[config.mk]
export PLATFORM = sky130hd
export DESIGN_NAME = bitvec_freelist_flat
export DESIGN_NICKNAME = d
export VERILOG_FILES = /design/src/rtl/bitvec_freelist_if.sv /design/src/rtl/bitvec_freelist.sv /design/src/flat_wrapper.sv
export SDC_FILE = /design/constraint.sdc
export NUM_CORES = 1
export LEC_CHECK = 0
export CORE_ASPECT_RATIO = 0.6
export CORE_MARGIN = 1.5
export CORE_UTILIZATION = 57
export CTS_CLUSTER_DIAMETER = 100
export DETAILED_ROUTE_END_ITERATION = 8
export PLACE_DENSITY = 0.8
export SKIP_CTS_REPAIR_TIMING = 1
export SLEW_MARGIN = 20
export SYNTH_ARGS = -nofsm -noshare
export SYNTH_HDL_FRONTEND = slang
export SYNTH_SLANG_ARGS = --single-unit
[constraint.sdc]
create_clock -name clk -period 4.6 [get_ports clk]
set_clock_uncertainty 0.15 [all_clocks]
set_input_delay 1.15 -clock clk [delete_from_list [all_inputs] [get_ports clk]]
set_output_delay 1.15 -clock clk [all_outputs]
set_load 0.05 [all_outputs]
[src/rtl/bitvec_freelist_if.sv]
// Allocation/release handshake bundle between the rename/retire clients and the tag free-list.
interface bitvec_freelist_if #(
   parameter int LG_N = 5
);
   logic            alloc_req;
   logic            alloc_valid;
   logic [LG_N-1:0] alloc_idx;
   logic            free_valid;
   logic [LG_N-1:0] free_idx;
   logic [LG_N:0]   free_count;
   logic            empty;
   logic            full;
   logic            dbl_free_err;
   logic            underflow_err;

   modport master (
      output alloc_req,
      output free_valid,
      output free_idx,
      input  alloc_valid,
      input  alloc_idx,
      input  free_count,
      input  empty,
      input  full,
      input  dbl_free_err,
      input  underflow_err
   );

   modport slave (
      input  alloc_req,
      input  free_valid,
      input  free_idx,
      output alloc_valid,
      output alloc_idx,
      output free_count,
      output empty,
      output full,
      output dbl_free_err,
      output underflow_err
   );
endinterface

[src/rtl/bitvec_freelist.sv]
// Bitmap free-list of 2^LG_N tags: grants the lowest free tag, takes back one released tag per cycle.
module bitvec_freelist_lowest #(
   parameter int LG = 5
) (
   input  logic [(1<<LG)-1:0] vec,
   output logic               any,
   output logic [LG-1:0]      idx
);
   localparam int HALF = 1 << (LG - 1);

   // Lower half wins whenever it holds a set bit; otherwise the upper half's index gets the MSB.
   if (LG == 1) begin : g_leaf
      assign any = vec[0] | vec[1];
      assign idx = ~vec[0];
   end else begin : g_split
      logic          lo_any;
      logic          hi_any;
      logic [LG-2:0] lo_idx;
      logic [LG-2:0] hi_idx;

      bitvec_freelist_lowest #(.LG(LG - 1)) u_lo (
         .vec (vec[HALF-1:0]),
         .any (lo_any),
         .idx (lo_idx)
      );

      bitvec_freelist_lowest #(.LG(LG - 1)) u_hi (
         .vec (vec[2*HALF-1:HALF]),
         .any (hi_any),
         .idx (hi_idx)
      );

      assign any = lo_any | hi_any;
      assign idx = lo_any ? {1'b0, lo_idx} : {1'b1, hi_idx};
   end
endmodule

module bitvec_freelist #(
   parameter int LG_N = 5
) (
   input  logic              clk,
   input  logic              reset,
   bitvec_freelist_if.slave  bus
);
   localparam int            N          = 1 << LG_N;
   localparam logic [LG_N:0] COUNT_FULL = (LG_N + 1)'(N);
   localparam logic [LG_N:0] COUNT_ONE  = (LG_N + 1)'(1);

   logic [N-1:0]    bitmap_q;
   logic [N-1:0]    bitmap_d;
   logic [LG_N:0]   count_q;
   logic [LG_N:0]   count_d;
   logic            dbl_free_err_q;
   logic            dbl_free_err_d;
   logic            underflow_err_q;
   logic            underflow_err_d;

   logic            enc_any;
   logic [LG_N-1:0] enc_idx;
   logic            grant;
   logic            rel_ok;
   logic            free_hit;

   bitvec_freelist_lowest #(.LG(LG_N)) u_enc (
      .vec (bitmap_q),
      .any (enc_any),
      .idx (enc_idx)
   );

   // A release can only target a busy bit and a grant only a free bit, so the two never collide.
   always_comb begin
      bitmap_d        = bitmap_q;
      count_d         = count_q;
      dbl_free_err_d  = dbl_free_err_q;
      underflow_err_d = underflow_err_q;

      grant    = bus.alloc_req && enc_any;
      free_hit = bus.free_valid && bitmap_q[bus.free_idx];
      rel_ok   = bus.free_valid && !bitmap_q[bus.free_idx];

      if (grant) begin
         bitmap_d[enc_idx] = 1'b0;
      end
      if (rel_ok) begin
         bitmap_d[bus.free_idx] = 1'b1;
      end

      unique case ({rel_ok, grant})
         2'b10:   count_d = count_q + COUNT_ONE;
         2'b01:   count_d = count_q - COUNT_ONE;
         default: count_d = count_q;
      endcase

      if (free_hit) begin
         dbl_free_err_d = 1'b1;
      end
      if (bus.alloc_req && !enc_any) begin
         underflow_err_d = 1'b1;
      end
   end

   always_ff @(posedge clk) begin
      if (reset) begin
         bitmap_q        <= '1;
         count_q         <= COUNT_FULL;
         dbl_free_err_q  <= 1'b0;
         underflow_err_q <= 1'b0;
      end else begin
         bitmap_q        <= bitmap_d;
         count_q         <= count_d;
         dbl_free_err_q  <= dbl_free_err_d;
         underflow_err_q <= underflow_err_d;
      end
   end

   assign bus.alloc_valid   = enc_any;
   assign bus.alloc_idx     = enc_idx;
   assign bus.free_count    = count_q;
   assign bus.empty         = (count_q == '0);
   assign bus.full          = (count_q == COUNT_FULL);
   assign bus.dbl_free_err  = dbl_free_err_q;
   assign bus.underflow_err = underflow_err_q;
endmodule

[src/flat_wrapper.sv]
// flat-port wrapper written by rule: the top's interface ports become plain ports
module bitvec_freelist_flat 
#(
   parameter int LG_N = 5
)
  (clk, reset, bus_alloc_req, bus_free_valid, bus_free_idx, bus_alloc_valid, bus_alloc_idx, bus_free_count, bus_empty, bus_full, bus_dbl_free_err, bus_underflow_err);
  bitvec_freelist_if #(.LG_N(LG_N)) bus_i ();
  input  logic clk;
  input  logic reset;
  input wire logic [$bits(bus_i.alloc_req)-1:0] bus_alloc_req;
  input wire logic [$bits(bus_i.free_valid)-1:0] bus_free_valid;
  input wire logic [$bits(bus_i.free_idx)-1:0] bus_free_idx;
  output wire logic [$bits(bus_i.alloc_valid)-1:0] bus_alloc_valid;
  output wire logic [$bits(bus_i.alloc_idx)-1:0] bus_alloc_idx;
  output wire logic [$bits(bus_i.free_count)-1:0] bus_free_count;
  output wire logic [$bits(bus_i.empty)-1:0] bus_empty;
  output wire logic [$bits(bus_i.full)-1:0] bus_full;
  output wire logic [$bits(bus_i.dbl_free_err)-1:0] bus_dbl_free_err;
  output wire logic [$bits(bus_i.underflow_err)-1:0] bus_underflow_err;
  assign bus_i.alloc_req = bus_alloc_req;
  assign bus_i.free_valid = bus_free_valid;
  assign bus_i.free_idx = bus_free_idx;
  assign bus_alloc_valid = bus_i.alloc_valid;
  assign bus_alloc_idx = bus_i.alloc_idx;
  assign bus_free_count = bus_i.free_count;
  assign bus_empty = bus_i.empty;
  assign bus_full = bus_i.full;
  assign bus_dbl_free_err = bus_i.dbl_free_err;
  assign bus_underflow_err = bus_i.underflow_err;
  bitvec_freelist #(.LG_N(LG_N)) u_core (.clk(clk), .reset(reset), .bus(bus_i));
endmodule
==> results.tsv <==
stage	metric	value	unit
clocking	clk-insertion-delay-late	0.29	ns
job	drv_cap	0	
cells_and_area	diodes	0	
sta	setup_ws	0.1387	ns
worst_setup_path	end_kind	output port	
cells_and_area	syn_to_final_growth	17.26	%
sta	setup_viol	0	
detailed_routing	wirelength	7421	um
sta	finalHoldViolCount	0	
cells_and_area	final_cell_mix	dfxtp_1, nor2_1, nand2_1, clkdlybuf4s50_1, a21oi_1	
detailed_routing	final_antenna_net_count	0	
power	p_switching	0.3074	mW
yosys	ys.warnings.count	0	
die	die_height	54.16	um
power	leakagePower	1.022	nW
worst_setup_path	crit_slowest_cell	clkdlybuf4s50_1	
sta	setup_tns	0	ns
power	p_per_area	301.6	nW/um^2
yosys	syn_nets	307	
sta	period_needed	4.461	ns
worst_setup_path	path_delay_family	simple AND/OR/NAND/NOR gates	
detailed_routing	drc	0	
die	die_area	4780	sq um
global_route	grt_pass1_vias	2131	
power	power_frac_clock	0.277	
detailed_routing	via_per_inst	6.739	
power	p_int	0.5720	mW
cells_and_area	nNetsFinal	330	
yosys	synth_ff_type	dfxtp_1	
sta	final.period_utilization	0.9699	
clocking	numClockSinks	40	
yosys	async_flop_share	0	
die	core	4144	sq um
die	die_x	88.26	um
die	initial_core_util	0.5999	
power	p_seq_frac	0.441	
sta	max_freq	224.1	MHz
min_path	hold_class	reg2reg	
global_route	busiest_layer	met1	
detailed_routing	vias	2561	
yosys	netlist_top_cells_area	dfxtp_1, mux4_2, o31ai_1	
die	io_pins	25	
yosys	synth.avg_cell_area	8.399	sq um
clocking	h-tree-depth	2	
cells_and_area	final_common_cell	dfxtp_1	
clocking	cts_tree	built	
worst_setup_path	crit_fanout	12	
sta	rsz0062_at_grt	no	
global_route	grt_pass1_wl	11470	um
power	sw_frac_of_total	0.3495	
status	status	finished clean	
sta	final_max_slew_viol_count	0	
sta	slew_headroom	0.5230	
sta	hold_slack	0.3235	ns
worst_setup_path	crit_chain	nor4_1, nand4_1, nand2b_2, o221a_4, clkdlybuf4s50_1	
worst_setup_path	worst-path-buf-inv	1	
yosys	ys_ff_latch	40	
detailed_routing	firstDrtPassIters	5	
worst_setup_path	start_kind	flop	
yosys	synth_edf_count	0	
clocking	cts_buffer_depth	2	
global_route	grt_use_total	0.3314	
yosys	netlist_area	2486	sq um
detailed_routing	wl_per_cell	19.53	um
detailed_routing	drt-initial-drc-count	328	
clocking	cts_made_buffers	5	
global_route	grt_max_degree	28	
global_route	grt_overflow	0	
yosys	yosysSeqAreaShare	0.3221	
worst_setup_path	worstPathArrival	3.16	ns
worst_setup_path	slowest_delay	0.70	ns
place	io_buffers	24	
yosys	yosysUniqueCellTypes	58	
global_route	use_met2	0.4669	
place	hpwl	5485	um
die	rows	18	
place	place_congestion	0.9679	
global_route	gr-usage-met1	0.5080	
worst_setup_path	critPathRequiredTime	3.30	ns
power	p_comb_frac	0.282	
clocking	cts_root_buffer	clkbuf_8	
yosys	synth.top_cell.area_share	0.3221	
place	preCtsSetupSlack	0.1792	ns
clocking	clk_pin_slew	0.08	ns
global_route	use_met3	0.08129	
worst_setup_path	path_class	reg2out	
global_route	antenna_found_initial	0	
power	ir_drop	172.2	uV
yosys	synth_top_cell_by_area	dfxtp_1	
sta	worst_pin_slew	0.7136	ns
yosys	syn_inst	296	
cells_and_area	drive_gt1_frac	0.1125	
-- layer usage --
metal / vias to the layer above / wire, um
met3: 17 / 835
met5: - / 0
met4: 0 / 116
met1: 1215 / 3458
li1: 1178 / -
met2: 151 / 3011
-- power by group through the flow --
stage	Combinational, mW	Sequential (mW)	Clock [mW]
after floorplan	0.136	0.423	0
after global placement	0.242	0.393	0
after CTS	0.245	0.387	0.247
after detailed placement	0.244	0.395	0
final	0.248	0.388	0.244
after global routing	0.264	0.390	0.265
-- path summary, 6_finish.rpt --
kind                                               from                                     to  slack [ns]  cells past startpoint
setup reg to reg          u_core.bitmap_q[2]$_SDFF_PP1_  u_core.bus.free_count[4]$_SDFFE_PP0P_        0.79                     11
hold / removal    u_core.bus.underflow_err$_SDFFE_PP0P_  u_core.bus.underflow_err$_SDFFE_PP0P_        0.32                      2
setup / recovery          u_core.bitmap_q[2]$_SDFF_PP1_                       bus_alloc_idx[2]        0.14                      5
hold reg to reg   u_core.bus.underflow_err$_SDFFE_PP0P_  u_core.bus.underflow_err$_SDFFE_PP0P_        0.32                      2
-- cell usage after synthesis, drive strengths merged (2+ instances only) --
| master | instances |
|---|---|
| dfxtp | 40 |
| nor2 | 27 |
| nand2 | 23 |
| a21oi | 22 |
| clkbuf | 17 |
| o31ai | 17 |
| o21ai | 13 |
| inv | 11 |
| nand3 | 10 |
| nand2b | 8 |
| o211ai | 8 |
| mux4 | 7 |
| nor3 | 7 |
| nor4 | 7 |
| nor2b | 6 |
| nand3b | 5 |
| xor2 | 5 |
| nor3b | 4 |
| o32ai | 4 |
| or3 | 4 |
| a221o | 3 |
| a22oi | 3 |
| a31oi | 3 |
| buf | 3 |
| a2111oi | 2 |
| and3b | 2 |
| ha | 2 |
| mux2 | 2 |
| mux2i | 2 |
| nand4 | 2 |
| nor4b | 2 |
| o21a | 2 |
| o21bai | 2 |
| o221ai | 2 |
| o311ai | 2 |
| o41ai | 2 |
-- kinds of logic after synthesis --
family                   Yosys count  share of synthesized area
AO/OA/AOI/OAI                     95                     0.2753
XOR/XNOR                           6                    0.02114
flip-flops                        40                     0.3221
buffers and inverters             31                    0.04831
adder cells (fa/ha/maj)            2                    0.01006
AND/OR/NAND/NOR                  111                     0.2426
multiplexers                      11                    0.08052
-- cell type report --
class / count / area (sq um)
Fill cell: 365 / 1229
Clock buffer: 6 / 82.58
Clock inverter: 2 / 10.01
Multi-Input combinational cell: 225 / 1565
Timing Repair Buffer: 36 / 340.3
Tap cell: 60 / 75.07
Inverter: 11 / 41.29
Sequential cell: 40 / 800.8
-- state kept, by name (all words and copies together), names as in the netlist --
register,flops
u_core.bus.dbl_free_err,1
u_core.bitmap_q,32
u_core.bus.free_count,6
u_core.bus.underflow_err,1
-- worst min-delay path, delay by kind of cell (launching register included) --
family	cells	cell delay [ns]
AO/OA/AOI/OAI	1	0.04
flip-flops	1	0.33
AND/OR/NAND/NOR	1	0.07
-- through the flow --
stage,util,power [mW],cell area (sq um),instances
2_1_floorplan,-,0.5597,2486,296
3_3_place_gp,0.6812,0.6349,2823,372
3_5_place_dp,0.6812,0.6387,2823,372
4_1_cts,0.7035,0.8788,2915,380
5_1_grt,0.7035,0.9189,2915,380
6_report,0.7035,0.8794,2915,380
Power figures use the tool's default switching activity.
